===== config.mk =====
export PLATFORM = sky130hd
export DESIGN_NAME = id_pipe_ctrl_flat
export DESIGN_NICKNAME = d
export VERILOG_FILES = /design/src/rtl/id_pipe_ctrl_if.sv /design/src/rtl/id_pipe_ctrl.sv /design/src/flat_wrapper.sv
export SDC_FILE = /design/constraint.sdc
export NUM_CORES = 1
export LEC_CHECK = 0
export CORE_MARGIN = 1
export CORE_UTILIZATION = 30
export CTS_BUF_LIST = sky130_fd_sc_hd__clkbuf_2
export DETAILED_ROUTE_END_ITERATION = 10
export GPL_ROUTABILITY_DRIVEN = 0
export GPL_TIMING_DRIVEN = 0
export PLACE_DENSITY = 0.63
export SYNTH_ARGS = -nofsm -noshare
export SYNTH_HDL_FRONTEND = slang
export SYNTH_SLANG_ARGS = --single-unit

===== constraint.sdc =====
create_clock -name clk -period 2.1 [get_ports clk]
set_input_delay 0.42 -clock clk [delete_from_list [all_inputs] [get_ports clk]]
set_output_delay 0.42 -clock clk [all_outputs]
set_load 0.01 [all_outputs]

===== src/rtl/id_pipe_ctrl_if.sv =====
// rtl/id_pipe_ctrl_if.sv - decode-stage pipeline control signal bundle
//
// Purpose: groups the fetch/decode, ID/EX, execute and trap-unit signals
// that the decode-stage controller observes and drives.
// Modports:
//   master - pipeline side: drives the i_* inputs, observes the o_* outputs
//   slave  - id_pipe_ctrl: observes the i_* inputs, drives the o_* outputs
interface id_pipe_ctrl_if #(
   parameter int RegAddrWidth = 5
);
   logic                    i_if_valid;
   logic [RegAddrWidth-1:0] i_rs1_addr;
   logic [RegAddrWidth-1:0] i_rs2_addr;
   logic                    i_rs1_used;
   logic                    i_rs2_used;
   logic                    i_illegal;
   logic                    i_idex_load;
   logic [RegAddrWidth-1:0] i_idex_rd_addr;
   logic                    i_ex_ready;
   logic                    i_br_taken;
   logic                    i_trap_ack;
   logic                    o_id_load;
   logic                    o_id_valid;
   logic                    o_if_stall;
   logic                    o_if_flush;
   logic                    o_trap_req;
   logic [15:0]             o_lu_stall_cnt;

   modport master (
      output i_if_valid, i_rs1_addr, i_rs2_addr, i_rs1_used, i_rs2_used,
             i_illegal, i_idex_load, i_idex_rd_addr, i_ex_ready,
             i_br_taken, i_trap_ack,
      input  o_id_load, o_id_valid, o_if_stall, o_if_flush, o_trap_req,
             o_lu_stall_cnt
   );

   modport slave (
      input  i_if_valid, i_rs1_addr, i_rs2_addr, i_rs1_used, i_rs2_used,
             i_illegal, i_idex_load, i_idex_rd_addr, i_ex_ready,
             i_br_taken, i_trap_ack,
      output o_id_load, o_id_valid, o_if_stall, o_if_flush, o_trap_req,
             o_lu_stall_cnt
   );
endinterface


===== src/rtl/id_pipe_ctrl.sv =====
// rtl/id_pipe_ctrl.sv - decode-stage hazard, drain and trap controller
//
// Purpose: controls the ID/EX pipeline register. Inserts a one-cycle bubble
// on load-use hazards, drains older instructions for DrainCycles accepted
// cycles after an illegal instruction, then requests a trap and waits for
// the trap unit. A taken branch flushes and returns to RUN from any state.
// Ports:
//   clk  - clock, all state on rising edge
//   rst  - asynchronous active-high reset
//   bus  - id_pipe_ctrl_if.slave (fetch/decode, ID/EX, execute, trap signals)
module id_pipe_ctrl #(
   parameter int RegAddrWidth = 5,
   parameter int DrainCycles  = 3
) (
   input logic          clk,
   input logic          rst,
   id_pipe_ctrl_if.slave bus
);

   typedef enum logic [1:0] {
      RUN   = 2'd0,
      DRAIN = 2'd1,
      TRAP  = 2'd2
   } state_e;

   localparam logic [3:0] DrainInit = 4'(DrainCycles - 1);

   state_e      state_q;
   logic [3:0]  drain_cnt_q;
   logic        id_valid_q;
   logic        trap_req_q;
   logic [15:0] lu_cnt_q;
   logic [15:0] lu_cnt_d;

   logic        hazard;
   logic        rs1_match;
   logic        rs2_match;
   logic        if_stall;
   logic        if_flush;

   // Hazard looks at the ID/EX valid bit as seen on the bus so the decode
   // comparison always uses exactly what downstream logic observes.
   assign rs1_match = bus.i_rs1_used && (bus.i_rs1_addr == bus.i_idex_rd_addr);
   assign rs2_match = bus.i_rs2_used && (bus.i_rs2_addr == bus.i_idex_rd_addr);
   assign hazard    = bus.i_if_valid && bus.o_id_valid && bus.i_idex_load &&
                      (bus.i_idex_rd_addr != '0) && (rs1_match || rs2_match);

   // Saturating increment: the stall counter sticks at all-ones.
   assign lu_cnt_d = (lu_cnt_q == 16'hFFFF) ? lu_cnt_q : lu_cnt_q + 16'd1;

   always_comb begin
      if_stall = 1'b0;
      if_flush = 1'b0;
      if (rst) begin
         if_stall = 1'b1;
      end else if (bus.i_br_taken) begin
         if_flush = 1'b1;
      end else if (state_q != RUN) begin
         if_stall = 1'b1;
         if ((state_q == TRAP) && bus.i_trap_ack) begin
            if_flush = 1'b1;
         end
      end else if (!bus.i_ex_ready || hazard || (bus.i_if_valid && bus.i_illegal)) begin
         if_stall = 1'b1;
      end
   end

   always_ff @(posedge clk or posedge rst) begin
      if (rst) begin
         state_q     <= RUN;
         drain_cnt_q <= '0;
         id_valid_q  <= 1'b0;
         trap_req_q  <= 1'b0;
         lu_cnt_q    <= '0;
      end else if (bus.i_br_taken) begin
         state_q     <= RUN;
         drain_cnt_q <= '0;
         id_valid_q  <= 1'b0;
         trap_req_q  <= 1'b0;
      end else begin
         unique case (state_q)
            RUN: begin
               // Not accepted by execute: everything holds.
               if (bus.i_ex_ready) begin
                  if (hazard) begin
                     id_valid_q <= 1'b0;
                     lu_cnt_q   <= lu_cnt_d;
                  end else if (bus.i_if_valid && bus.i_illegal) begin
                     id_valid_q  <= 1'b0;
                     state_q     <= DRAIN;
                     drain_cnt_q <= DrainInit;
                  end else begin
                     id_valid_q <= bus.i_if_valid;
                  end
               end
            end
            DRAIN: begin
               id_valid_q <= 1'b0;
               if (bus.i_ex_ready) begin
                  if (drain_cnt_q == 4'd0) begin
                     state_q    <= TRAP;
                     trap_req_q <= 1'b1;
                  end else begin
                     drain_cnt_q <= drain_cnt_q - 4'd1;
                  end
               end
            end
            TRAP: begin
               id_valid_q <= 1'b0;
               if (bus.i_trap_ack) begin
                  state_q    <= RUN;
                  trap_req_q <= 1'b0;
               end
            end
            default: begin
               state_q     <= RUN;
               drain_cnt_q <= '0;
               id_valid_q  <= 1'b0;
               trap_req_q  <= 1'b0;
            end
         endcase
      end
   end

   assign bus.o_id_load      = bus.i_ex_ready || bus.i_br_taken;
   assign bus.o_id_valid     = id_valid_q;
   assign bus.o_if_stall     = if_stall;
   assign bus.o_if_flush     = if_flush;
   assign bus.o_trap_req     = trap_req_q;
   assign bus.o_lu_stall_cnt = lu_cnt_q;

endmodule


===== src/flat_wrapper.sv =====
// flat-port wrapper written by rule: the top's interface ports become plain ports
module id_pipe_ctrl_flat 
#(
   parameter int RegAddrWidth = 5,
   parameter int DrainCycles  = 3
)
  (clk, rst, bus_i_if_valid, bus_i_rs1_addr, bus_i_rs2_addr, bus_i_rs1_used, bus_i_rs2_used, bus_i_illegal, bus_i_idex_load, bus_i_idex_rd_addr, bus_i_ex_ready, bus_i_br_taken, bus_i_trap_ack, bus_o_id_load, bus_o_id_valid, bus_o_if_stall, bus_o_if_flush, bus_o_trap_req, bus_o_lu_stall_cnt);
  id_pipe_ctrl_if #(.RegAddrWidth(RegAddrWidth)) bus_i ();
  input logic clk;
  input logic rst;
  input wire logic [$bits(bus_i.i_if_valid)-1:0] bus_i_if_valid;
  input wire logic [$bits(bus_i.i_rs1_addr)-1:0] bus_i_rs1_addr;
  input wire logic [$bits(bus_i.i_rs2_addr)-1:0] bus_i_rs2_addr;
  input wire logic [$bits(bus_i.i_rs1_used)-1:0] bus_i_rs1_used;
  input wire logic [$bits(bus_i.i_rs2_used)-1:0] bus_i_rs2_used;
  input wire logic [$bits(bus_i.i_illegal)-1:0] bus_i_illegal;
  input wire logic [$bits(bus_i.i_idex_load)-1:0] bus_i_idex_load;
  input wire logic [$bits(bus_i.i_idex_rd_addr)-1:0] bus_i_idex_rd_addr;
  input wire logic [$bits(bus_i.i_ex_ready)-1:0] bus_i_ex_ready;
  input wire logic [$bits(bus_i.i_br_taken)-1:0] bus_i_br_taken;
  input wire logic [$bits(bus_i.i_trap_ack)-1:0] bus_i_trap_ack;
  output wire logic [$bits(bus_i.o_id_load)-1:0] bus_o_id_load;
  output wire logic [$bits(bus_i.o_id_valid)-1:0] bus_o_id_valid;
  output wire logic [$bits(bus_i.o_if_stall)-1:0] bus_o_if_stall;
  output wire logic [$bits(bus_i.o_if_flush)-1:0] bus_o_if_flush;
  output wire logic [$bits(bus_i.o_trap_req)-1:0] bus_o_trap_req;
  output wire logic [$bits(bus_i.o_lu_stall_cnt)-1:0] bus_o_lu_stall_cnt;
  assign bus_i.i_if_valid = bus_i_if_valid;
  assign bus_i.i_rs1_addr = bus_i_rs1_addr;
  assign bus_i.i_rs2_addr = bus_i_rs2_addr;
  assign bus_i.i_rs1_used = bus_i_rs1_used;
  assign bus_i.i_rs2_used = bus_i_rs2_used;
  assign bus_i.i_illegal = bus_i_illegal;
  assign bus_i.i_idex_load = bus_i_idex_load;
  assign bus_i.i_idex_rd_addr = bus_i_idex_rd_addr;
  assign bus_i.i_ex_ready = bus_i_ex_ready;
  assign bus_i.i_br_taken = bus_i_br_taken;
  assign bus_i.i_trap_ack = bus_i_trap_ack;
  assign bus_o_id_load = bus_i.o_id_load;
  assign bus_o_id_valid = bus_i.o_id_valid;
  assign bus_o_if_stall = bus_i.o_if_stall;
  assign bus_o_if_flush = bus_i.o_if_flush;
  assign bus_o_trap_req = bus_i.o_trap_req;
  assign bus_o_lu_stall_cnt = bus_i.o_lu_stall_cnt;
  id_pipe_ctrl #(.RegAddrWidth(RegAddrWidth), .DrainCycles(DrainCycles)) u_core (.clk(clk), .rst(rst), .bus(bus_i));
endmodule

[After elaboration in Yosys (flattened, before gate mapping)]
Index checks and enable logic that the tools add are counted.
Word-level totals
  word-level logic and storage cells: 77
  input port bits: 25
  output and inout bits: 21
  register bits: 24
Operators by class
  mux-type cells: 33
  eq/ne operators: 14
  reduce and logical (&&, ||, !) cells: 21
  $add $sub $neg: 2
  bitwise operators: 2
Operators by type and width (number)
  4-bit 2-to-1 mux: 6
  1-bit 2-to-1 mux: 17
  16-bit by 1-bit adder with 16-bit output (second input constant): 1
  16-bit equality test (second input constant): 1
  3-bit inequality test (second input constant): 5
  2-bit 2-to-1 mux: 7
  4-bit one-hot mux with 3 select lines: 1
  6-bit AND reduction: 2
  5-bit equality test: 2
  1-bit logical AND: 8
  3-bit by 2-bit inequality test with 1-bit output (second input constant): 2
  2-bit one-hot mux with 3 select lines: 1
  5-bit AND reduction: 1
  5-bit nonzero test: 1
  4-bit zero test: 1
  1-bit logical OR: 4
  2-bit inequality test (second input constant): 2
  4-bit AND reduction: 1
  4-bit by 1-bit subtractor with 4-bit output (second input constant): 1
  1-bit one-hot mux with 3 select lines: 1
  2-bit by 1-bit equality test with 1-bit output (second input constant): 1
  2-bit equality test (second input constant): 1
  2-bit zero test: 1
  1-bit NOT: 2
  other kinds (2): 2

[Depth between registers and ports, before layout]
Gate-level depths: netlist (run 1).
  depth after elaboration: 10
  gate-level depth with buffers: 7
  depth with buffers taken out: 7

[Least setup slack after synthesis (run 1)]
OpenSTA, ideal clock, no wires.
  kind: input to output
  start point: input bus_i_idex_rd_addr[1]
  end point: output bus_o_if_stall
  slack: 125 ps
  buffers on the path: 1
  cell stages on the path: 6
  data arrival time: 1555 ps
  required time: 1680 ps
  path through: xnor2_1 nand4_1 o22ai_4 buf_2 a21oi_1 o21ai_0
Between the ends
  word-level cells in the longest chain between the ends: 10
  elaborated cells between the ends (all ways): 14
  those cells by class: eq/ne: 2; mux: 4; reduce/logical: 8
RTL lines
  start, declared: RTL line flat_wrapper.sv:18  | input wire logic [$bits(bus_i.i_idex_rd_addr)-1:0] bus_i_idex_rd_addr;
  5-bit equality test, on equally long branches: RTL line id_pipe_ctrl.sv:43, id_pipe_ctrl.sv:44
  1-bit logical AND, on equally long branches: RTL line id_pipe_ctrl.sv:43, id_pipe_ctrl.sv:44
  1-bit logical OR: RTL line id_pipe_ctrl.sv:46  | (bus.i_idex_rd_addr != '0) && (rs1_match || rs2_match);
  1-bit logical AND *: RTL line id_pipe_ctrl.sv:46
  1-bit logical OR * (2 in a row): RTL line id_pipe_ctrl.sv:63  | end else if (!bus.i_ex_ready || hazard || (bus.i_if_valid && bus.i_illegal)) begin
  1-bit 2-to-1 mux *: RTL line id_pipe_ctrl.sv:63
  1-bit 2-to-1 mux *: RTL line id_pipe_ctrl.sv:58  | end else if (state_q != RUN) begin
  1-bit 2-to-1 mux *: RTL line id_pipe_ctrl.sv:56  | end else if (bus.i_br_taken) begin
  1-bit 2-to-1 mux *: RTL line id_pipe_ctrl.sv:54  | if (rst) begin
  end, declared: RTL line flat_wrapper.sv:24  | output wire logic [$bits(bus_i.o_if_stall)-1:0] bus_o_if_stall;
Mark *: on every way between the ends. The rest lies on a longest branch, timed or not.

[Worst setup path after layout (run 1)]
  start point: input bus_i_idex_rd_addr[4]
  end point: output bus_o_if_stall
Same word-level chain as after synthesis.

==> impl_metrics.tcl, run 1 <==
set metrics [dict create \
    power_frac_seq_pct 56.6 \
    tns_ns 0 \
    crit_chain "buf_4, or4_4, o21a_4, a21oi_2, o21ai_1, buf_2" \
    startpoint_type "input pin" \
    synth_edf_count 0 \
    crit_path_top_delay_cell "or4_4" \
    viasPerCell 5.00 \
    synthMuxAreaShare_pct 2.11 \
    synth_ff_type "dfrtp_1" \
    io_buffers 45 \
    h-tree-depth 1 \
    ys_warn_count 0 \
    synth_compound_area_share_pct 11.3 \
    yosysUniqueCellTypes 41 \
    clk_latency_ns 0.34 \
    wl_mm 3.66 \
    gr-usage-all-layers_pct 15.0 \
    p_int_mw 0.599 \
    crit_buf_inv 2 \
    cts.sinks 24 \
    crit_fanout 3 \
    max_slew_margin_pct 59.0 \
    r2r_start "u_core.drain_cnt_q[1]$_DFFE_PP0P_" \
    cp.required_ns 1.68 \
    hold_viol 0 \
    synthAdderAreaFrac_pct 2.43 \
    netlist_area_um2 1550 \
    critical-path-top-delay-family "simple AND/OR/NAND/NOR gates" \
    setup_viol 0 \
    p_comb_share_pct 21.6 \
    worstMarginPinSlew_ns 0.612 \
    cp_slowest_stage_delay_ns 0.52 \
    async_reset_ff_share_pct 100 \
    ys_ff_latch 24 \
    critical_path_class "input pin to primary output" \
    power_density_nw_per_um2 384 \
    rows 25 \
    ant_nets 0 \
    drive_above_1_share_pct 19.8 \
    yosys.area_share.simple_pct 28.2 \
    swShare_pct 28.3 \
    syn_inst 155 \
    postSynthAreaPerCell_um2 9.97 \
    nNetsFinal 241 \
    die_x_um 73.8 \
    clock_path_buffers 2 \
    drv_slew 0 \
    start_util_pct 31.9 \
    reg2reg_to "u_core.drain_cnt_q[1]$_DFFE_PP0P_" \
    clkTransAtPathRegs_ns 0.23 \
    syn_nets 183 \
    grt_pass1_vias 1328 \
    cts-hold-fix-buffers 0 \
    synth_xor_xnor_area_share_pct 13.6 \
    period_needed_ns 2.04 \
    fin_skew_ns 0.00881 \
    cts-root-buf "clkbuf_2" \
    synth_top_family_by_area "simple AND/OR/NAND/NOR gates" \
    ioPinCount 46 \
    area_growth_pct 40.9 \
    p_sw_mw 0.237 \
    first_pass_iters 4 \
    cp-end-kind "primary output" \
    postLayoutCoreUtil_pct 44.9 \
    die_area_um2 5440 \
    drtIter0Drc 73 \
    wl_per_cell_um 13.1 \
    dp_hpwl_mm 2.62 \
    cts-buffers-inserted 3 \
    status "finished clean" \
    hold_path_class "input pin to async pin" \
    cp.arrival_ns 1.62 \
    grt_max_degree 14 \
    cts_tree "done" \
    overflow 0 \
    num_antenna_cells 0 \
    pwr-share-clk_pct 21.8 \
    via_count 1395 \
    seq_area_frac_synth_pct 38.9 \
    vdd_ir_drop_max_v 0.000200 \
    cap_violations 0 \
    grt_pass1_wl_mm 6.28 \
    fin_crit_sh_pct 97.3 \
    reg2reg_slack_ns 0.11 \
    die_h_um 73.8 \
    drc 0 \
    leakage_nw 0.909 \
    fmax_ghz 0.489 \
    antenna_found_initial 0 \
    worst_r2r_path_depth 7 \
    core_area_um2 4850 \
]
==> worst reg2reg max path, stage by stage (launching register included) <==
cell and delay, ns:
dfrtp_1 0.43, inv_1 0.13, ha_1 0.15, or3b_1 0.39, a21o_1 0.21, a221oi_2 0.33
a21oi_1 0.10, a221oi_2 0.19
==> flip-flops by register name, summed over array words and instances (netlist names) <==
name,count
u_core.bus.o_lu_stall_cnt,16
u_core.state_q,2
u_core.bus.o_trap_req,1
u_core.bus.o_id_valid,1
u_core.drain_cnt_q,4
==> per-stage QoR <==
step,hold WS (ns),cells,power [mW],cell area (um2),worst slack (ns)
finish,0.457,279,0.836,2180,0.0557
CTS,0.448,274,0.840,2120,-0.105
floorplan,0.441,155,0.573,1550,0.125
global route,0.445,279,0.876,2180,-0.00118
detailed placement,0.488,267,0.656,2080,-1.17
global placement,0.474,267,0.655,2080,-1.15
==> power groups by stage <==
stage	Clock, mW	Combinational (mW)	Sequential [mW]
2_1_floorplan	0	0.0923	0.480
3_3_place_gp	0	0.175	0.480
3_5_place_dp	0	0.176	0.480
4_1_cts	0.193	0.174	0.473
5_1_grt	0.204	0.197	0.474
6_report	0.182	0.180	0.473
==> cell usage in the layout, fill, tap and decap left out, types with 2 or more instances in the layout <==
| cell type | instances |
|---|---|
| a21oi_1 | 3 |
| a221oi_2 | 2 |
| a31oi_1 | 2 |
| and2_1 | 6 |
| and3_1 | 7 |
| and4_1 | 6 |
| buf_2 | 2 |
| buf_4 | 11 |
| buf_6 | 2 |
| clkbuf_2 | 8 |
| clkdlybuf4s15_1 | 5 |
| clkdlybuf4s50_1 | 25 |
| dfrtp_1 | 24 |
| dlygate4sd2_1 | 4 |
| dlymetal6s2s_1 | 2 |
| ha_1 | 3 |
| inv_1 | 7 |
| mux2_1 | 2 |
| nand2_1 | 5 |
| nand2b_1 | 2 |
| nand3_1 | 5 |
| nand4_1 | 17 |
| nor2_1 | 5 |
| nor3_1 | 2 |
| nor3_4 | 2 |
| o21ai_1 | 4 |
| xnor2_1 | 24 |
==> cell families after synthesis <==
group,after synthesis
simple gates,68
xor+xnor,24
flops,24
compound gates,20
buf+inv,13
mux,3
fa+ha+maj,3
==> per-layer routing <==
layer  GRT usage [%]  up-vias  part of all wire (%)
met3            2.33        2                   3.7
met1            20.7      670                    47
met5               0        -                     0
met2            24.5       35                    49
met4            3.85        0                  0.30
li1                -      688                     -
==> worst max path at each step <==
stage,startpoint,end,slack (ns),depth (start not counted)
finish,bus_i_idex_rd_addr[4],bus_o_if_stall,0.06,6
global route,bus_i_rs1_addr[2],bus_o_if_stall,-0.001,8
CTS,bus_i_rs1_addr[0],bus_o_if_stall,-0.11,8
detailed placement,bus_i_idex_rd_addr[0],bus_o_if_stall,-1.17,8
global placement,bus_i_idex_rd_addr[0],bus_o_if_stall,-1.15,8
floorplan,bus_i_idex_rd_addr[1],bus_o_if_stall,0.13,6
==> cell type report <==
class / count / area (um2)
Multi-Input combinational cell: 118 / 921
Clock buffer: 3 / 15.0
Clock inverter: 1 / 3.75
Buffer: 4 / 40.0
Tap cell: 67 / 83.8
Inverter: 8 / 33.8
Fill cell: 495 / 2670
Timing Repair Buffer: 53 / 474
Timing Repair inverter: 1 / 5.00
Sequential cell: 24 / 601
==> Yosys cell counts (2+ instances only) <==
cell	count	area share, %
ha_1	3	2.4
mux2_1	2	1.5
nand2_1	6	1.5
clkbuf_1	2	0.49
and2_1	6	2.4
dfrtp_1	24	39
a221oi_2	2	1.9
nand4_1	17	6.9
and4_1	6	3.4
nand3_1	5	1.6
nor2_1	5	1.2
and3_1	8	3.2
o21ai_0	2	0.65
nand2b_1	2	0.81
nor3_1	3	0.97
o21ai_1	3	0.97
xnor2_1	24	14
inv_1	8	1.9
a31oi_1	2	0.81
a21oi_1	4	1.3
==> repair_timing <==
action	CTS	global route
gates resized for setup	37	29
pin swaps	13	19
gates cloned	1	0
buffers inserted	3	5
setup endpoints to repair	3	1
(Power assumes the default switching activity.)
==> run 2: changes to the inputs <==
--- a/config.mk
+++ b/config.mk
@@ -9,9 +9,10 @@
 export CORE_UTILIZATION = 30
 export CTS_BUF_LIST = sky130_fd_sc_hd__clkbuf_2
 export DETAILED_ROUTE_END_ITERATION = 10
+export DONT_BUFFER_PORTS = 1
 export GPL_ROUTABILITY_DRIVEN = 0
 export GPL_TIMING_DRIVEN = 0
-export PLACE_DENSITY = 0.63
+export PLACE_DENSITY = 0.52
 export SYNTH_ARGS = -nofsm -noshare
 export SYNTH_HDL_FRONTEND = slang
 export SYNTH_SLANG_ARGS = --single-unit
==> impl_metrics.tcl, run 2 (synthesized netlist as in run 1, its figures left out) <==
set metrics [dict create \
    dp_hpwl_mm 2.67 \
    power.total_mw 0.790 \
    cts.sinks 24 \
    cts-buffers-inserted 3 \
    crit_buf_inv 1 \
    status "finished clean" \
    die_x_um 73.8 \
    area_growth_pct 9.80 \
    cp.arrival_ns 1.56 \
    min_to "u_core.bus.o_trap_req$_DFFE_PP0P_" \
    largest_register_ffs 16 \
    io_buffers 0 \
    drtIter0Drc 34 \
    fin_skew_ns 0.00767 \
    cp-end-kind "primary output" \
    drc 0 \
    grt_pass1_vias 1214 \
    crit_fanout 10 \
    rows 25 \
    postLayoutCoreUtil_pct 35.0 \
    hold_viol 0 \
    dpl-instance-area_um2 1630 \
    grt_max_degree 26 \
    power_density_nw_per_um2 465 \
    worstMarginPinSlew_ns 0.973 \
    final_area_um2 1700 \
    drive_above_1_share_pct 15.0 \
    fmax_ghz 0.505 \
    reg2reg_slack_ns 0.13 \
    ant_nets 0 \
    grt_pass1_wl_mm 5.61 \
    fin_crit_sh_pct 94.3 \
    wl_per_cell_um 15.4 \
    period_needed_ns 1.98 \
    crit_chain "buf_4, nor3_4, nand2b_1, a21oi_1, o21ai_2" \
    vdd_ir_drop_max_v 0.000176 \
    hold_depth 1 \
    critical-path-top-delay-family "flip-flops" \
    whs_ns 0.0933 \
    cp.required_ns 1.68 \
    viasPerCell 5.41 \
    drv_slew 0 \
    tns_ns 0 \
    num_antenna_cells 0 \
    cts-hold-fix-buffers 0 \
    wl_mm 3.50 \
    fillCellCount 491 \
    core_area_um2 4850 \
    setup_viol 0 \
    clkTransAtPathRegs_ns 0.24 \
    place_inst 222 \
    worst_r2r_path_depth 7 \
    leakage_nw 0.677 \
    worstHoldStart "bus_i_br_taken" \
    via_count 1229 \
    first_pass_iters 4 \
    cap_violations 0 \
    critical_path_class "flip-flop to primary output" \
    r2r_start "u_core.drain_cnt_q[1]$_DFFE_PP0P_" \
    final_cells 227 \
    die_h_um 73.8 \
    h-tree-depth 1 \
    clock_path_buffers 2 \
    reg2reg_to "u_core.drain_cnt_q[3]$_DFFE_PP0P_" \
    die_area_um2 5440 \
    clk_latency_ns 0.35 \
    nNetsFinal 189 \
    startpoint_type "flip-flop" \
    final_cell_mix "24 x xnor2_1, 24 x dfrtp_1, 17 x nand4_1, 8 x and3_1" \
    overflow 0 \
    hold_path_class "input pin to flip-flop" \
    antenna_found_initial 0 \
    cp_slowest_stage_delay_ns 0.42 \
    cp.depth 5 \
    start_util_pct 31.9 \
    rsz0062_at_grt "no" \
    ioPinCount 46 \
    crit_path_top_delay_cell "dfrtp_1" \
    setup_ws_ns 0.120 \
    max_slew_margin_pct 35.1 \
    post-place-ws_ns -0.121 \
    cts_tree "done" \
    cts-root-buf "clkbuf_2" \
    gr-usage-all-layers_pct 13.3 \
]
==> run 2: layout make-up <==
type / instances / area [um2] / area share [%]
plain buffers: 4 / 22.5 / 1.33
clock buffers: 3 / 15.0 / 0.885
clock inverters: 1 / 3.75 / 0.221
inverters: 8 / 30.0 / 1.77
multi-input cells: 118 / 926 / 54.6
flip-flops and latches: 24 / 601 / 35.4
well taps: 67 / 83.8 / 4.94
repair buffers: 2 / 15.0 / 0.885
==> run 2: worst register-to-register path, stage by stage, from the launching register on <==
cell and delay [ns]:
dfrtp_1 0.44, inv_2 0.09, ha_1 0.14, or3b_4 0.39, a21o_1 0.22, a221oi_4 0.33
a31oi_2 0.11, o21ai_1 0.19
==> run 2: power breakdown <==
group	internal, mW	switching (mW)
combinational	0.0521	0.0732
clock	0.0414	0.148
sequential	0.469	0.00554
total	0.563	0.227
==> run 2: how the worst max path moves through the flow <==
stage | start | to | slack, ns
finish | u_core.state_q[0]$_DFFE_PP0P_ | bus_o_if_stall | 0.12
global route | u_core.drain_cnt_q[1]$_DFFE_PP0P_ | u_core.drain_cnt_q[3]$_DFFE_PP0P_ | 0.01
detailed placement | bus_i_idex_rd_addr[4] | bus_o_if_stall | -0.12
floorplan | bus_i_idex_rd_addr[1] | bus_o_if_stall | 0.13
global placement | bus_i_idex_rd_addr[4] | bus_o_if_stall | -0.1
CTS | u_core.drain_cnt_q[1]$_DFFE_PP0P_ | u_core.drain_cnt_q[3]$_DFFE_PP0P_ | -0.01
==> run 2: layer usage <==
layer | share of wire (%) | vias to the layer above | track usage, %
met1 | 46 | 599 | 16.5
met2 | 48 | 42 | 22.6
li1 | - | 584 | -
met4 | 0.89 | 0 | 4.06
met5 | 0 | - | 0
met3 | 4.5 | 4 | 3.43
==> run 2: timing repair <==
item,CTS,global route
endpoints found under the hold margin,0,0
pin swaps,0,4
setup endpoints to repair,3,5
gates resized for setup,2,8
setup buffers,0,2
==> run 3: changes to the inputs <==
--- a/config.mk
+++ b/config.mk
@@ -5,6 +5,7 @@
 export SDC_FILE = /design/constraint.sdc
 export NUM_CORES = 1
 export LEC_CHECK = 0
+export CORE_ASPECT_RATIO = 0.9
 export CORE_MARGIN = 1
 export CORE_UTILIZATION = 30
 export CTS_BUF_LIST = sky130_fd_sc_hd__clkbuf_2
==> impl_metrics.tcl, run 3 (synthesized netlist as in run 1, its figures left out) <==
set metrics [dict create \
    final_common_cell "xnor2_1" \
    reg2reg_to "u_core.drain_cnt_q[1]$_DFFE_PP0P_" \
    postLayoutCoreUtil_pct 34.7 \
    final_area_um2 1700 \
    start_util_pct 31.6 \
    clock_path_buffers 2 \
    via_count 1243 \
    worstHoldStart "bus_i_br_taken" \
    clk_latency_ns 0.34 \
    wl_mm 3.66 \
    wl_per_cell_um 16.2 \
    die_area_um2 5440 \
    critical_path_class "flip-flop to flip-flop" \
    die_x_um 77.7 \
    cts-hold-fix-buffers 0 \
    worst_r2r_path_depth 7 \
    vdd_ir_drop_max_v 0.000146 \
    largest_register_ffs 16 \
    cts-buffers-inserted 3 \
    rows 24 \
    power_density_nw_per_um2 461 \
    hold_viol 0 \
    first_pass_iters 4 \
    nNetsFinal 191 \
    viasPerCell 5.50 \
    clkTransAtPathRegs_ns 0.23 \
    cts_tree "done" \
    grt_pass1_wl_mm 6.27 \
    reg2reg_slack_ns 0.12 \
    status "finished clean" \
    hold_depth 1 \
    setup_viol 0 \
    post-place-ws_ns -0.198 \
    cp-end-kind "flip-flop" \
    whs_ns 0.0969 \
    die_h_um 70.1 \
    tns_ns 0 \
    dp_hpwl_mm 2.80 \
    fin_crit_sh_pct 94.3 \
    hold_path_class "input pin to flip-flop" \
    crit_end "u_core.drain_cnt_q[1]$_DFFE_PP0P_" \
    drv_slew 0 \
    startpoint_type "flip-flop" \
    grt_pass1_vias 1297 \
    antenna_found_initial 0 \
    ioPinCount 46 \
    period_needed_ns 1.98 \
    gr-usage-all-layers_pct 14.5 \
    crit_start "u_core.drain_cnt_q[0]$_DFFE_PP0P_" \
    cap_violations 0 \
    fin_skew_ns 0.00846 \
    grt_max_degree 26 \
    drive_above_1_share_pct 14.9 \
    drtIter0Drc 117 \
    area_growth_pct 9.88 \
    r2r_start "u_core.drain_cnt_q[0]$_DFFE_PP0P_" \
    num_antenna_cells 0 \
    final_cell_mix "24 x xnor2_1, 23 x dfrtp_1, 17 x nand4_1, 8 x and3_1, 7 x inv_1" \
    setup_ws_ns 0.119 \
    h-tree-depth 1 \
    max_slew_margin_pct 33.4 \
    io_buffers 0 \
    ant_nets 0 \
    leakage_nw 0.683 \
    cp.required_ns 2.38 \
    cp.arrival_ns 2.26 \
    cts-root-buf "clkbuf_2" \
    overflow 0 \
    dpl-instance-area_um2 1630 \
    drc 0 \
    cts.sinks 24 \
    worstMarginPinSlew_ns 0.998 \
    crit_fanout 4 \
    core_area_um2 4890 \
    fmax_ghz 0.505 \
]
-- run 3: changes by cell type in the layout (fill, tap and decap cells not counted), sizes merged --
cell	before	now
clkinv	1	0
buf	5	7
-- run 3: worst max-delay path: stages, from the launching register on --
cell	delay [ns]
dfrtp_1	0.41
inv_1	0.12
ha_1	0.16
or3b_1	0.42
a21o_1	0.23
a221oi_4	0.28
a21oi_1	0.10
a221oi_2	0.19
-- run 3: worst min-delay path by stage --
stage / to / slack, ns
3_5_place_dp: u_core.state_q[1]$_DFFE_PP0P_ / 0.49
4_1_cts: u_core.state_q[1]$_DFFE_PP0P_ / 0.07
5_1_grt: u_core.state_q[1]$_DFFE_PP0P_ / 0.05
6_report: u_core.state_q[1]$_DFFE_PP0P_ / 0.1
3_3_place_gp: u_core.state_q[1]$_DFFE_PP0P_ / 0.48
2_1_floorplan: u_core.bus.o_id_valid$_DFFE_PP0N_ / 0.44
-- run 3: power breakdown --
group / leakage, nW / switching [mW] / internal [mW]
clock network: 0.0125 / 0.141 / 0.0388
registers: 0.330 / 0.00549 / 0.469
logic: 0.341 / 0.0751 / 0.0519
-- run 3: through the flow --
step / instances / power, mW
5_1_grt: 226 / 0.829
3_3_place_gp: 220 / 0.593
4_1_cts: 223 / 0.781
6_report: 226 / 0.782
3_5_place_dp: 220 / 0.597
2_1_floorplan: 155 / 0.573
-- run 3: repair_timing --
item	CTS	global route
endpoints found under the setup margin	1	5
buffers inserted	0	4
gates resized for setup	3	5
pin swaps	1	2
-- run 3: final cells by class --
| type | instances | area (um2) |
|---|---|---|
| fillers | 516 | 3200 |
| multi-input cells | 118 | 917 |
| flip-flops and latches | 24 | 602 |
| well taps | 65 | 81.3 |
| repair buffers | 4 | 30.0 |
| inverters | 8 | 30.0 |
| plain buffers | 4 | 22.5 |
| clock buffers | 3 | 15.0 |
-- run 3: layer usage --
metal | GRT usage (%) | vias to the layer above | wire length, um
li1 | - | 580 | -
met1 | 18.6 | 613 | 1560
met2 | 24.1 | 48 | 1840
met3 | 3.01 | 2 | 236
met4 | 5.03 | 0 | 22
met5 | 0 | - | 0
